File: config.mk
export PLATFORM = sky130hd
export DESIGN_NAME = traffic_phase_ctrl_module_flat
export DESIGN_NICKNAME = d
export VERILOG_FILES = /design/src/rtl/traffic_phase_ctrl_module_if.sv /design/src/rtl/traffic_phase_ctrl_module.sv /design/src/flat_wrapper.sv
export SDC_FILE = /design/constraint.sdc
export NUM_CORES = 1
export LEC_CHECK = 0
export ABC_AREA = 1
export CELL_PAD_IN_SITES_DETAIL_PLACEMENT = 1
export CELL_PAD_IN_SITES_GLOBAL_PLACEMENT = 1
export CORE_MARGIN = 5
export CORE_UTILIZATION = 44
export DETAILED_ROUTE_END_ITERATION = 6
export PLACE_DENSITY_LB_ADDON = 0.15
export RECOVER_POWER = 50
export SLEW_MARGIN = 20
export SYNTH_ARGS = -nofsm -noshare
export SYNTH_HDL_FRONTEND = slang
export SYNTH_SLANG_ARGS = --single-unit
File: constraint.sdc
create_clock -name CLK -period 2 [get_ports CLK]
set_input_delay 0.2 -clock CLK [delete_from_list [all_inputs] [get_ports CLK]]
set_output_delay 0.2 -clock CLK [all_outputs]
set_load 0.02 [all_outputs]
File: src/rtl/traffic_phase_ctrl_module_if.sv
// Control inputs and lamp/countdown outputs of the traffic phase controller.
interface traffic_phase_ctrl_module_if;
    logic       Night_Mode;
    logic       Hold;
    logic [2:0] NS_Light;
    logic [2:0] EW_Light;
    logic [3:0] Ten_Data;
    logic [3:0] One_Data;
    logic       Sec_Tick;

    // Side that drives the mode inputs and observes the lamps/digits.
    modport master (
        output Night_Mode,
        output Hold,
        input  NS_Light,
        input  EW_Light,
        input  Ten_Data,
        input  One_Data,
        input  Sec_Tick
    );

    // Controller side.
    modport slave (
        input  Night_Mode,
        input  Hold,
        output NS_Light,
        output EW_Light,
        output Ten_Data,
        output One_Data,
        output Sec_Tick
    );
endinterface

File: src/rtl/traffic_phase_ctrl_module.sv
// Two-direction intersection sequencer: seconds prescaler, four-phase FSM with
// BCD countdown, flashing-yellow night mode and a hold freeze.
module traffic_phase_ctrl_module #(
    parameter int unsigned TICK_DIV    = 50_000_000,
    parameter int unsigned GREEN_TIME  = 30,
    parameter int unsigned YELLOW_TIME = 3
) (
    input  logic                         CLK,
    input  logic                         RSTn,
    traffic_phase_ctrl_module_if.slave   bus
);

    localparam int unsigned PRE_W = $clog2(TICK_DIV);
    localparam logic [PRE_W-1:0] PRE_MAX = PRE_W'(TICK_DIV - 1);

    // Phase times converted to BCD at elaboration.
    localparam logic [3:0] G_TENS = 4'(GREEN_TIME / 10);
    localparam logic [3:0] G_ONES = 4'(GREEN_TIME % 10);
    localparam logic [3:0] Y_TENS = 4'(YELLOW_TIME / 10);
    localparam logic [3:0] Y_ONES = 4'(YELLOW_TIME % 10);

    localparam logic [2:0] LAMP_RED = 3'b100;
    localparam logic [2:0] LAMP_YEL = 3'b010;
    localparam logic [2:0] LAMP_GRN = 3'b001;
    localparam logic [2:0] LAMP_OFF = 3'b000;

    typedef enum logic [2:0] {
        S_NS_GREEN  = 3'd0,
        S_NS_YELLOW = 3'd1,
        S_EW_GREEN  = 3'd2,
        S_EW_YELLOW = 3'd3,
        S_NIGHT     = 3'd4
    } state_e;

    state_e           state_q, state_d;
    logic [3:0]       tens_q, tens_d;
    logic [3:0]       ones_q, ones_d;
    logic [PRE_W-1:0] pre_q, pre_d;
    logic             flash_q, flash_d;
    logic [2:0]       ns_q, ns_d;
    logic [2:0]       ew_q, ew_d;
    logic [3:0]       ten_out_q, ten_out_d;
    logic [3:0]       one_out_q, one_out_d;
    logic             sec_tick_q, sec_tick_d;

    logic             pre_wrap_c;
    logic             tick_c;

    assign pre_wrap_c = (pre_q == PRE_MAX);

    // Next-state: night entry/exit first, then hold freeze, then normal countdown.
    always_comb begin
        state_d = state_q;
        tens_d  = tens_q;
        ones_d  = ones_q;
        pre_d   = pre_q;
        flash_d = flash_q;
        tick_c  = 1'b0;

        if (bus.Night_Mode) begin
            if (state_q != S_NIGHT) begin
                // Entry discards any coincident tick.
                state_d = S_NIGHT;
                pre_d   = '0;
                flash_d = 1'b1;
            end else begin
                tick_c = pre_wrap_c;
                pre_d  = pre_wrap_c ? '0 : PRE_W'(pre_q + 1'b1);
                if (pre_wrap_c) begin
                    flash_d = ~flash_q;
                end
            end
        end else if (state_q == S_NIGHT) begin
            state_d = S_NS_GREEN;
            tens_d  = G_TENS;
            ones_d  = G_ONES;
            pre_d   = '0;
            flash_d = 1'b0;
        end else if (!bus.Hold) begin
            tick_c = pre_wrap_c;
            pre_d  = pre_wrap_c ? '0 : PRE_W'(pre_q + 1'b1);
            if (pre_wrap_c) begin
                if (tens_q == 4'd0 && ones_q == 4'd1) begin
                    case (state_q)
                        S_NS_GREEN: begin
                            state_d = S_NS_YELLOW;
                            tens_d  = Y_TENS;
                            ones_d  = Y_ONES;
                        end
                        S_NS_YELLOW: begin
                            state_d = S_EW_GREEN;
                            tens_d  = G_TENS;
                            ones_d  = G_ONES;
                        end
                        S_EW_GREEN: begin
                            state_d = S_EW_YELLOW;
                            tens_d  = Y_TENS;
                            ones_d  = Y_ONES;
                        end
                        default: begin
                            state_d = S_NS_GREEN;
                            tens_d  = G_TENS;
                            ones_d  = G_ONES;
                        end
                    endcase
                end else if (ones_q == 4'd0) begin
                    ones_d = 4'd9;
                    tens_d = tens_q - 4'd1;
                end else begin
                    ones_d = ones_q - 4'd1;
                end
            end
        end
    end

    // Output decode from the current state/counter, registered below.
    always_comb begin
        ns_d       = LAMP_RED;
        ew_d       = LAMP_RED;
        ten_out_d  = tens_q;
        one_out_d  = ones_q;
        sec_tick_d = tick_c;
        case (state_q)
            S_NS_GREEN:  ns_d = LAMP_GRN;
            S_NS_YELLOW: ns_d = LAMP_YEL;
            S_EW_GREEN:  ew_d = LAMP_GRN;
            S_EW_YELLOW: ew_d = LAMP_YEL;
            S_NIGHT: begin
                ns_d      = flash_q ? LAMP_YEL : LAMP_OFF;
                ew_d      = flash_q ? LAMP_YEL : LAMP_OFF;
                ten_out_d = 4'd0;
                one_out_d = 4'd0;
            end
            default: begin
                ns_d = LAMP_RED;
                ew_d = LAMP_RED;
            end
        endcase
    end

    // State, counter, prescaler and output registers.
    always_ff @(posedge CLK or negedge RSTn) begin
        if (!RSTn) begin
            state_q    <= S_NS_GREEN;
            tens_q     <= G_TENS;
            ones_q     <= G_ONES;
            pre_q      <= '0;
            flash_q    <= 1'b0;
            ns_q       <= LAMP_RED;
            ew_q       <= LAMP_RED;
            ten_out_q  <= 4'd0;
            one_out_q  <= 4'd0;
            sec_tick_q <= 1'b0;
        end else begin
            state_q    <= state_d;
            tens_q     <= tens_d;
            ones_q     <= ones_d;
            pre_q      <= pre_d;
            flash_q    <= flash_d;
            ns_q       <= ns_d;
            ew_q       <= ew_d;
            ten_out_q  <= ten_out_d;
            one_out_q  <= one_out_d;
            sec_tick_q <= sec_tick_d;
        end
    end

    assign bus.NS_Light = ns_q;
    assign bus.EW_Light = ew_q;
    assign bus.Ten_Data = ten_out_q;
    assign bus.One_Data = one_out_q;
    assign bus.Sec_Tick = sec_tick_q;

endmodule
File: src/flat_wrapper.sv
// flat-port wrapper written by rule: the top's interface ports become plain ports
module traffic_phase_ctrl_module_flat 
#(
    parameter int unsigned TICK_DIV    = 50_000_000,
    parameter int unsigned GREEN_TIME  = 30,
    parameter int unsigned YELLOW_TIME = 3
)
  (CLK, RSTn, bus_Night_Mode, bus_Hold, bus_NS_Light, bus_EW_Light, bus_Ten_Data, bus_One_Data, bus_Sec_Tick);
  traffic_phase_ctrl_module_if bus_i ();
  input  logic CLK;
  input  logic RSTn;
  input wire logic [$bits(bus_i.Night_Mode)-1:0] bus_Night_Mode;
  input wire logic [$bits(bus_i.Hold)-1:0] bus_Hold;
  output wire logic [$bits(bus_i.NS_Light)-1:0] bus_NS_Light;
  output wire logic [$bits(bus_i.EW_Light)-1:0] bus_EW_Light;
  output wire logic [$bits(bus_i.Ten_Data)-1:0] bus_Ten_Data;
  output wire logic [$bits(bus_i.One_Data)-1:0] bus_One_Data;
  output wire logic [$bits(bus_i.Sec_Tick)-1:0] bus_Sec_Tick;
  assign bus_i.Night_Mode = bus_Night_Mode;
  assign bus_i.Hold = bus_Hold;
  assign bus_NS_Light = bus_i.NS_Light;
  assign bus_EW_Light = bus_i.EW_Light;
  assign bus_Ten_Data = bus_i.Ten_Data;
  assign bus_One_Data = bus_i.One_Data;
  assign bus_Sec_Tick = bus_i.Sec_Tick;
  traffic_phase_ctrl_module #(.TICK_DIV(TICK_DIV), .GREEN_TIME(GREEN_TIME), .YELLOW_TIME(YELLOW_TIME)) u_core (.CLK(CLK), .RSTn(RSTn), .bus(bus_i));
endmodule
==> flow_summary_export.csv, run 1 <==
group,metric,value,unit
global_routing,busiest_layer,"met2",
sta,tns,0,ns
final_layout,fin_util,51.6,%
global_routing,grt.total_usage,19.1,%
pwr,clock_power_share,17.1,%
detailed_routing,drtIter0Drc,103,
final_layout,nets,444,
global_routing,met3_usage,4.17,%
global_routing,use_met1,24.1,%
critical_path,critPathArrivalTime,2.10,ns
final_layout,ff_latch_area,1330,um^2
global_routing,grt_pass1_wl,13300,um
floorplan,chipWidth,93.9,um
synthesis,ys_ff_latch,53,
synthesis,synthCells,406,
floorplan,start_util,45.4,%
critical_path,critPathMaxFanout,8,
placed_design,gp_routability_congestion,0.839,
clocking,h-tree-depth,2,
sta,skew,0.00961,ns
clocking,cts_tree,"yes",
critical_path,r2r_setup_slack,0.1,ns
final_layout,fillCellCount,880,
clocking,clockRootBuffer,"clkbuf_8",
floorplan,fp-row-count,30,
sta,fmax,0.526,GHz
pwr,p_seq_share,38.1,%
clocking,clock-sinks,53,
clocking,clk-insertion-delay-late,0.32,ns
sta,period_needed,1.90,ns
detailed_routing,drc,0,
min_path,min_path_type,"reg2reg",
pwr,switching_share,41.9,%
detailed_routing,vias_per_cell,5.11,
floorplan,pin_count,19,
pwr,powerDensity,1110,nW/um^2
global_routing,use_met2,33.1,%
synthesis,syn_area,3100,um^2
global_routing,grt_overflow,0,
pwr,p_comb_share,44.7,%
critical_path,endpoint_kind,"flip-flop",
clocking,tritoncts.num_buffers,5,
critical_path,cp_data_required_time,2.20,ns
synthesis,ys_warn_count,0,
final_layout,diodes,0,
floorplan,fp.dieH,93.9,um
global_routing,grt_max_degree,29,
critical_path,max_stage_delay,0.42,ns
pwr,power_switching,1640,uW
status,outcome,"finished, final reports clean",
floorplan,dieArea,8830,um^2
critical_path,path_cells,"ha_2 -> nand2_1 -> nor2_2 -> nand2_2 -> nor2_4 -> nand3_4 -> o21ai_2 -> nor2_1",
sta,setup_viol,0,
pwr,p_int,2280,uW
critical_path,slowest_stage,"dfrtp_1",
critical_path,crit_type,"reg2reg",
floorplan,core_area,6830,um^2
detailed_routing,detail_route.wl_per_cell,14.4,um
final_layout,drive_gt1_share,13.6,%
critical_path,worstSetupStartpointType,"flip-flop",
flow_run,drv_cap,0,
final_layout,multi_input_area,1550,um^2
placed_design,post-dp-hpwl,5960,um
sta,slew_headroom,53.4,%
detailed_routing,vias,2712,
sta,worstMarginPinSlew,0.699,ns
sta,post-route-period-util,95.0,%
detailed_routing,ant_nets,0,
global_routing,grt_pass1_vias,2824,
sta,hold_viol_final,0,
detailed_routing,routed_wl,7620,um
detailed_routing,firstDrtPassIters,4,
final_layout,area_delta_synth_final,13.8,%
synthesis,syn-num-nets,416,
synthesis,seq_area_frac_synth,42.9,%
clocking,path_clk_slew,0.10,ns
critical_path,critPathBufInv,0,
sta,finalMaxSlewViolations,0,
global_routing,antenna_found_initial,0,
placed_design,numPortBuffers,18,
pwr,leakage,0.00162,uW
synthesis,syn_avg_cell_area,7.64,um^2
pwr,vdd_drop_max,0.000819,V
critical_path,path_delay_family,"simple AND/OR/NAND/NOR gates",
clocking,clk_path_buf_depth,2,
synthesis,synth_cell_types,32,
==> kinds of logic (layout without fill, tap and decap cells) <==
| kind of cell | after synthesis | in the layout | synth area share (%) |
|---|---|---|---|
| buffers and inverters | 56 | 85 | 7.30 |
| AO/OA/AOI/OAI | 41 | 41 | 7.26 |
| flip-flops | 53 | 53 | 42.9 |
| adder cells (fa/ha/maj) | 6 | 6 | 2.42 |
| XOR/XNOR | 6 | 6 | 1.69 |
| AND/OR/NAND/NOR | 244 | 244 | 38.4 |
==> layout make-up <==
type | count | share of cell area, %
timing repair buffer | 27 | 6.77
multi-input combinational | 297 | 43.9
clock inverter | 2 | 0.461
tap | 96 | 3.40
clock buffer | 6 | 2.34
sequential | 53 | 37.7
inverter | 50 | 5.35
==> power by group through the flow <==
stage	clock [uW]	sequential (uW)	combinational (uW)
floorplan	0	1630	1040
global placement	0	1510	1700
detailed placement	0	1510	1740
CTS	702	1500	1750
global route	754	1520	1970
finish	671	1500	1750
==> worst reg2reg max path, stage by stage, from the launching register on <==
cell     delay, ns
dfrtp_1       0.42
ha_2          0.28
nand2_1       0.12
nor2_2        0.13
nand2_2       0.10
nor2_4        0.17
nand3_4       0.17
o21ai_2       0.31
nor2_1        0.10
==> synth_stat cells, drive strengths merged <==
master,count,share of area [%]
nand2,120,16
nor2,71,12
inv,50,6.1
dfrtp,49,40
nand3,27,5.6
o21ai,19,3.2
nand4,17,3.4
a21oi,13,2.1
buf,6,1.2
ha,6,2.4
nor3,6,0.97
o22ai,5,1.0
dfstp,4,3.4
xor2,4,1.1
nand3b,2,0.48
o31ai,2,0.48
xnor2,2,0.57
a31oi,1,0.20
o311ai,1,0.28
or2,1,0.20
==> layer usage <==
metal / routed length [um] / vias up
met5: 0 / -
met4: 89 / 0
met3: 139 / 10
met2: 3850 / 19
met1: 3550 / 1326
li1: - / 1357
==> stage by stage <==
step | std cells | hold WS, ns | total power [uW] | cell area [um^2] | setup WS, ns
5_1_grt | 531 | 0.514 | 4250 | 3530 | -0.0000282
3_3_place_gp | 520 | 0.234 | 3210 | 3400 | 0.0644
2_1_floorplan | 406 | -0.0956 | 2670 | 3100 | 0.458
6_report | 531 | 0.478 | 3920 | 3530 | 0.0993
4_1_cts | 529 | 0.413 | 3950 | 3510 | 0.0403
3_5_place_dp | 520 | 0.228 | 3260 | 3400 | 0.0658
==> flip-flops by register name (all words and copies together) (netlist names) <==
signal / flops
u_core.tens_q: 4
u_core.bus.Sec_Tick: 1
u_core.bus.EW_Light: 3
u_core.ones_q: 4
u_core.state_q: 3
u_core.bus.Ten_Data: 4
u_core.bus.NS_Light: 3
u_core.pre_q: 26
u_core.bus.One_Data: 4
u_core.flash_q: 1
==> repair_timing <==
action | CTS | global route
endpoints found under the hold margin | 49 | 0
gates resized for setup | 0 | 2
endpoints found under the setup margin | 0 | 16
hold buffers | 1 | 0
setup buffers | 0 | 2
==> path summary, 6_finish.rpt <==
check	startpoint	endpoint	cells past startpoint
setup / recovery	u_core.pre_q[0]$_DFFE_PN0N_	u_core.pre_q[13]$_DFFE_PN0N_	8
hold / removal	u_core.tens_q[1]$_DFFE_PN1P_	u_core.tens_q[1]$_DFFE_PN1P_	2
setup reg to reg	u_core.pre_q[0]$_DFFE_PN0N_	u_core.pre_q[13]$_DFFE_PN0N_	8
hold reg to reg	u_core.tens_q[1]$_DFFE_PN1P_	u_core.tens_q[1]$_DFFE_PN1P_	2
max in group asynchronous	RSTn	u_core.tens_q[3]$_DFFE_PN0P_	3
min in group asynchronous	RSTn	u_core.pre_q[21]$_DFFE_PN0N_	3
==> cell usage in the layout, fill, tap and decap left out, drive strengths merged, types with 5 or more instances in the layout <==
cell type,Yosys,final
a21oi,13,13
buf,6,6
clkbuf,0,9
clkdlybuf4s50,0,17
dfrtp,49,49
ha,6,6
inv,50,50
nand2,120,120
nand3,27,27
nand4,17,17
nor2,71,71
nor3,6,6
o21ai,19,19
o22ai,5,5
Power figures use the tool's default switching activity.
==> run 2: changes to the inputs <==
--- a/config.mk
+++ b/config.mk
@@ -9,8 +9,9 @@
 export CELL_PAD_IN_SITES_DETAIL_PLACEMENT = 1
 export CELL_PAD_IN_SITES_GLOBAL_PLACEMENT = 1
 export CORE_MARGIN = 5
-export CORE_UTILIZATION = 44
+export CORE_UTILIZATION = 47
 export DETAILED_ROUTE_END_ITERATION = 6
+export DONT_BUFFER_PORTS = 1
 export PLACE_DENSITY_LB_ADDON = 0.15
 export RECOVER_POWER = 50
 export SLEW_MARGIN = 20
==> run 2 against run 1 <==
- first-iteration DRC count down 30%
- total power fell by 2.8%
- register-to-register slack improved by 0.09 ns
- sequential share of layout area grew 2.5 points
- final area shrank 6.2%
- global-route usage is 1.7 points higher
- clock-buffer cell count is the same
- wire length rose by 5.6%
- maximum frequency grew 4.8%
- clock power up 14%
- largest power group is now registers
==> flow_summary_export.csv, run 2 (synthesis gave the netlist of run 1 again) <==
group,metric,value,unit
status,outcome,"finished, final reports clean",
final_layout,area_delta_synth_final,6.74,%
critical_path,critPathArrivalTime,2.02,ns
critical_path,r2r_start,"u_core.pre_q[0]$_DFFE_PN0N_",
sta,post-route-period-util,90.7,%
clocking,h-tree-depth,2,
floorplan,chipWidth,91.2,um
flow_run,drv_cap,0,
clocking,clock-sinks,53,
clocking,clk-insertion-delay-late,0.32,ns
floorplan,start_util,48.6,%
critical_path,r2r_setup_slack,0.19,ns
detailed_routing,firstDrtPassIters,4,
placed_design,post-dp-hpwl,5980,um
clocking,cts_tree,"yes",
sta,tns,0,ns
critical_path,critPathMaxFanout,8,
detailed_routing,ant_nets,0,
sta,finalMaxSlewViolations,0,
floorplan,dieArea,8320,um^2
global_routing,grt.total_usage,20.9,%
placed_design,gp_routability_congestion,0.811,
critical_path,endpoint_kind,"flip-flop",
floorplan,fp.dieH,91.2,um
min_path,min_path_type,"in2reg",
pwr,total_power,3810,uW
clocking,clockRootBuffer,"clkbuf_8",
sta,setup_slack,0.187,ns
final_layout,fillCellCount,815,
global_routing,grt_max_degree,54,
final_layout,largest_reg_flops,26,
sta,skew,0.0119,ns
placed_design,place_ws,0.177,ns
final_layout,nets,422,
pwr,p_comb_share,36.2,%
sta,fmax,0.551,GHz
sta,holdWs,0.0339,ns
final_layout,fin_util,51.8,%
sta,setup_viol,0,
clocking,tritoncts.num_buffers,5,
global_routing,antenna_found_initial,0,
clocking,postCtsSetupBuffers,0,
pwr,powerDensity,1150,nW/um^2
critical_path,r2r-end,"u_core.pre_q[22]$_DFFE_PN0N_",
detailed_routing,detail_route.wl_per_cell,16.4,um
sta,rsz0062_at_grt,"false",
sta,worstMarginPinSlew,1.34,ns
critical_path,cp_data_required_time,2.20,ns
final_layout,final_common_cell,"nand2_1",
pwr,power_switching,1650,uW
final_layout,top_register,"u_core.pre_q",
clocking,cts_hold_buf,2,
min_path,worstHoldEndpoint,"u_core.state_q[2]$_DFFE_PN0P_",
pwr,leakage,0.00155,uW
pwr,switching_share,43.4,%
floorplan,pin_count,19,
final_layout,diodes,0,
clocking,clk_path_buf_depth,2,
critical_path,worstSetupStartpointType,"flip-flop",
critical_path,crit_type,"reg2reg",
detailed_routing,vias,2651,
global_routing,grt_pass1_vias,2833,
floorplan,core_area,6390,um^2
placed_design,numPortBuffers,0,
detailed_routing,drtIter0Drc,72,
clocking,path_clk_slew,0.10,ns
min_path,hold_path_startpoint,"bus_Night_Mode",
final_layout,mostFrequentLayoutCells,"108 x nand2_1, 58 x nor2_1, 49 x dfrtp_1",
global_routing,grt_overflow,0,
pwr,clock_power_share,20.2,%
pwr,p_int,2160,uW
sta,slew_headroom,10.9,%
critical_path,reg2reg_depth,8,
detailed_routing,drc,0,
clocking,cts_resized,0,
sta,period_needed,1.81,ns
min_path,min_path_cells,2,
detailed_routing,vias_per_cell,5.41,
final_layout,drive_gt1_share,12.8,%
floorplan,fp-row-count,29,
pwr,vdd_drop_max,0.000706,V
global_routing,grt_pass1_wl,14100,um
pwr,p_seq_share,43.7,%
sta,hold_viol_final,0,
detailed_routing,routed_wl,8050,um
[run 2: cell types whose count changed in the layout (fill, tap and decap cells not counted), sizes merged]
| cell | change |
|---|---|
| clkinvlp | -2 |
| clkdlybuf4s50 | -17 |
| bufinv | +1 |
| buf | -3 |
| inv | +1 |
| clkbuf | -2 |
[run 2: how the worst max path moves through the flow]
stage | startpoint | end | slack [ns]
after global routing | u_core.pre_q[0]$_DFFE_PN0N_ | u_core.pre_q[18]$_DFFE_PN0N_ | 0.02
after floorplan | u_core.pre_q[0]$_DFFE_PN0N_ | u_core.pre_q[13]$_DFFE_PN0N_ | 0.46
after CTS | u_core.pre_q[0]$_DFFE_PN0N_ | u_core.pre_q[22]$_DFFE_PN0N_ | 0.17
after detailed placement | u_core.pre_q[0]$_DFFE_PN0N_ | u_core.pre_q[22]$_DFFE_PN0N_ | 0.18
final | u_core.pre_q[0]$_DFFE_PN0N_ | u_core.pre_q[22]$_DFFE_PN0N_ | 0.19
after global placement | u_core.pre_q[0]$_DFFE_PN0N_ | u_core.pre_q[22]$_DFFE_PN0N_ | 0.32
[run 2: per-layer routing]
layer  vias to the layer above  track usage, %  routed length, um
li1                       1311               -                  -
met2                        35            36.3               4160
met3                        12            3.80                239
met1                      1293            26.0               3510
met4                         0            6.97                140
met5                         -               0                  0
[run 2: final cells by class]
| class | instances | area, um^2 | share of cell area, % |
|---|---|---|---|
| repair buffers | 5 | 37.5 | 1.13 |
| clock inverters | 2 | 38.8 | 1.17 |
| well taps | 77 | 96.3 | 2.91 |
| inverters | 50 | 190 | 5.75 |
| clock buffers | 6 | 72.6 | 2.19 |
| multi-input cells | 297 | 1540 | 46.6 |
| flip-flops and latches | 53 | 1330 | 40.2 |
[run 2: power groups by stage]
stage | registers, uW | clock network [uW] | logic, uW
floorplan | 1630 | 0 | 1040
finish | 1660 | 768 | 1380
global placement | 1680 | 0 | 1300
global route | 1710 | 849 | 1570
CTS | 1670 | 787 | 1400
detailed placement | 1690 | 0 | 1350
[run 2: metrics by stage]
stage,std cells,cell area [um^2]
after floorplan,406,3100
after CTS,490,3330
after global routing,490,3310
after global placement,480,3180
final,490,3310
after detailed placement,480,3180
[run 2: critical path, stage by stage (launching register included)]
cell and delay [ns]:
dfrtp_1 0.41, ha_1 0.27, nand2_1 0.13, nor2_2 0.13
nand2_2 0.09, nor2_4 0.15, nand3_4 0.16, o21ai_2 0.28
nor2_1 0.09
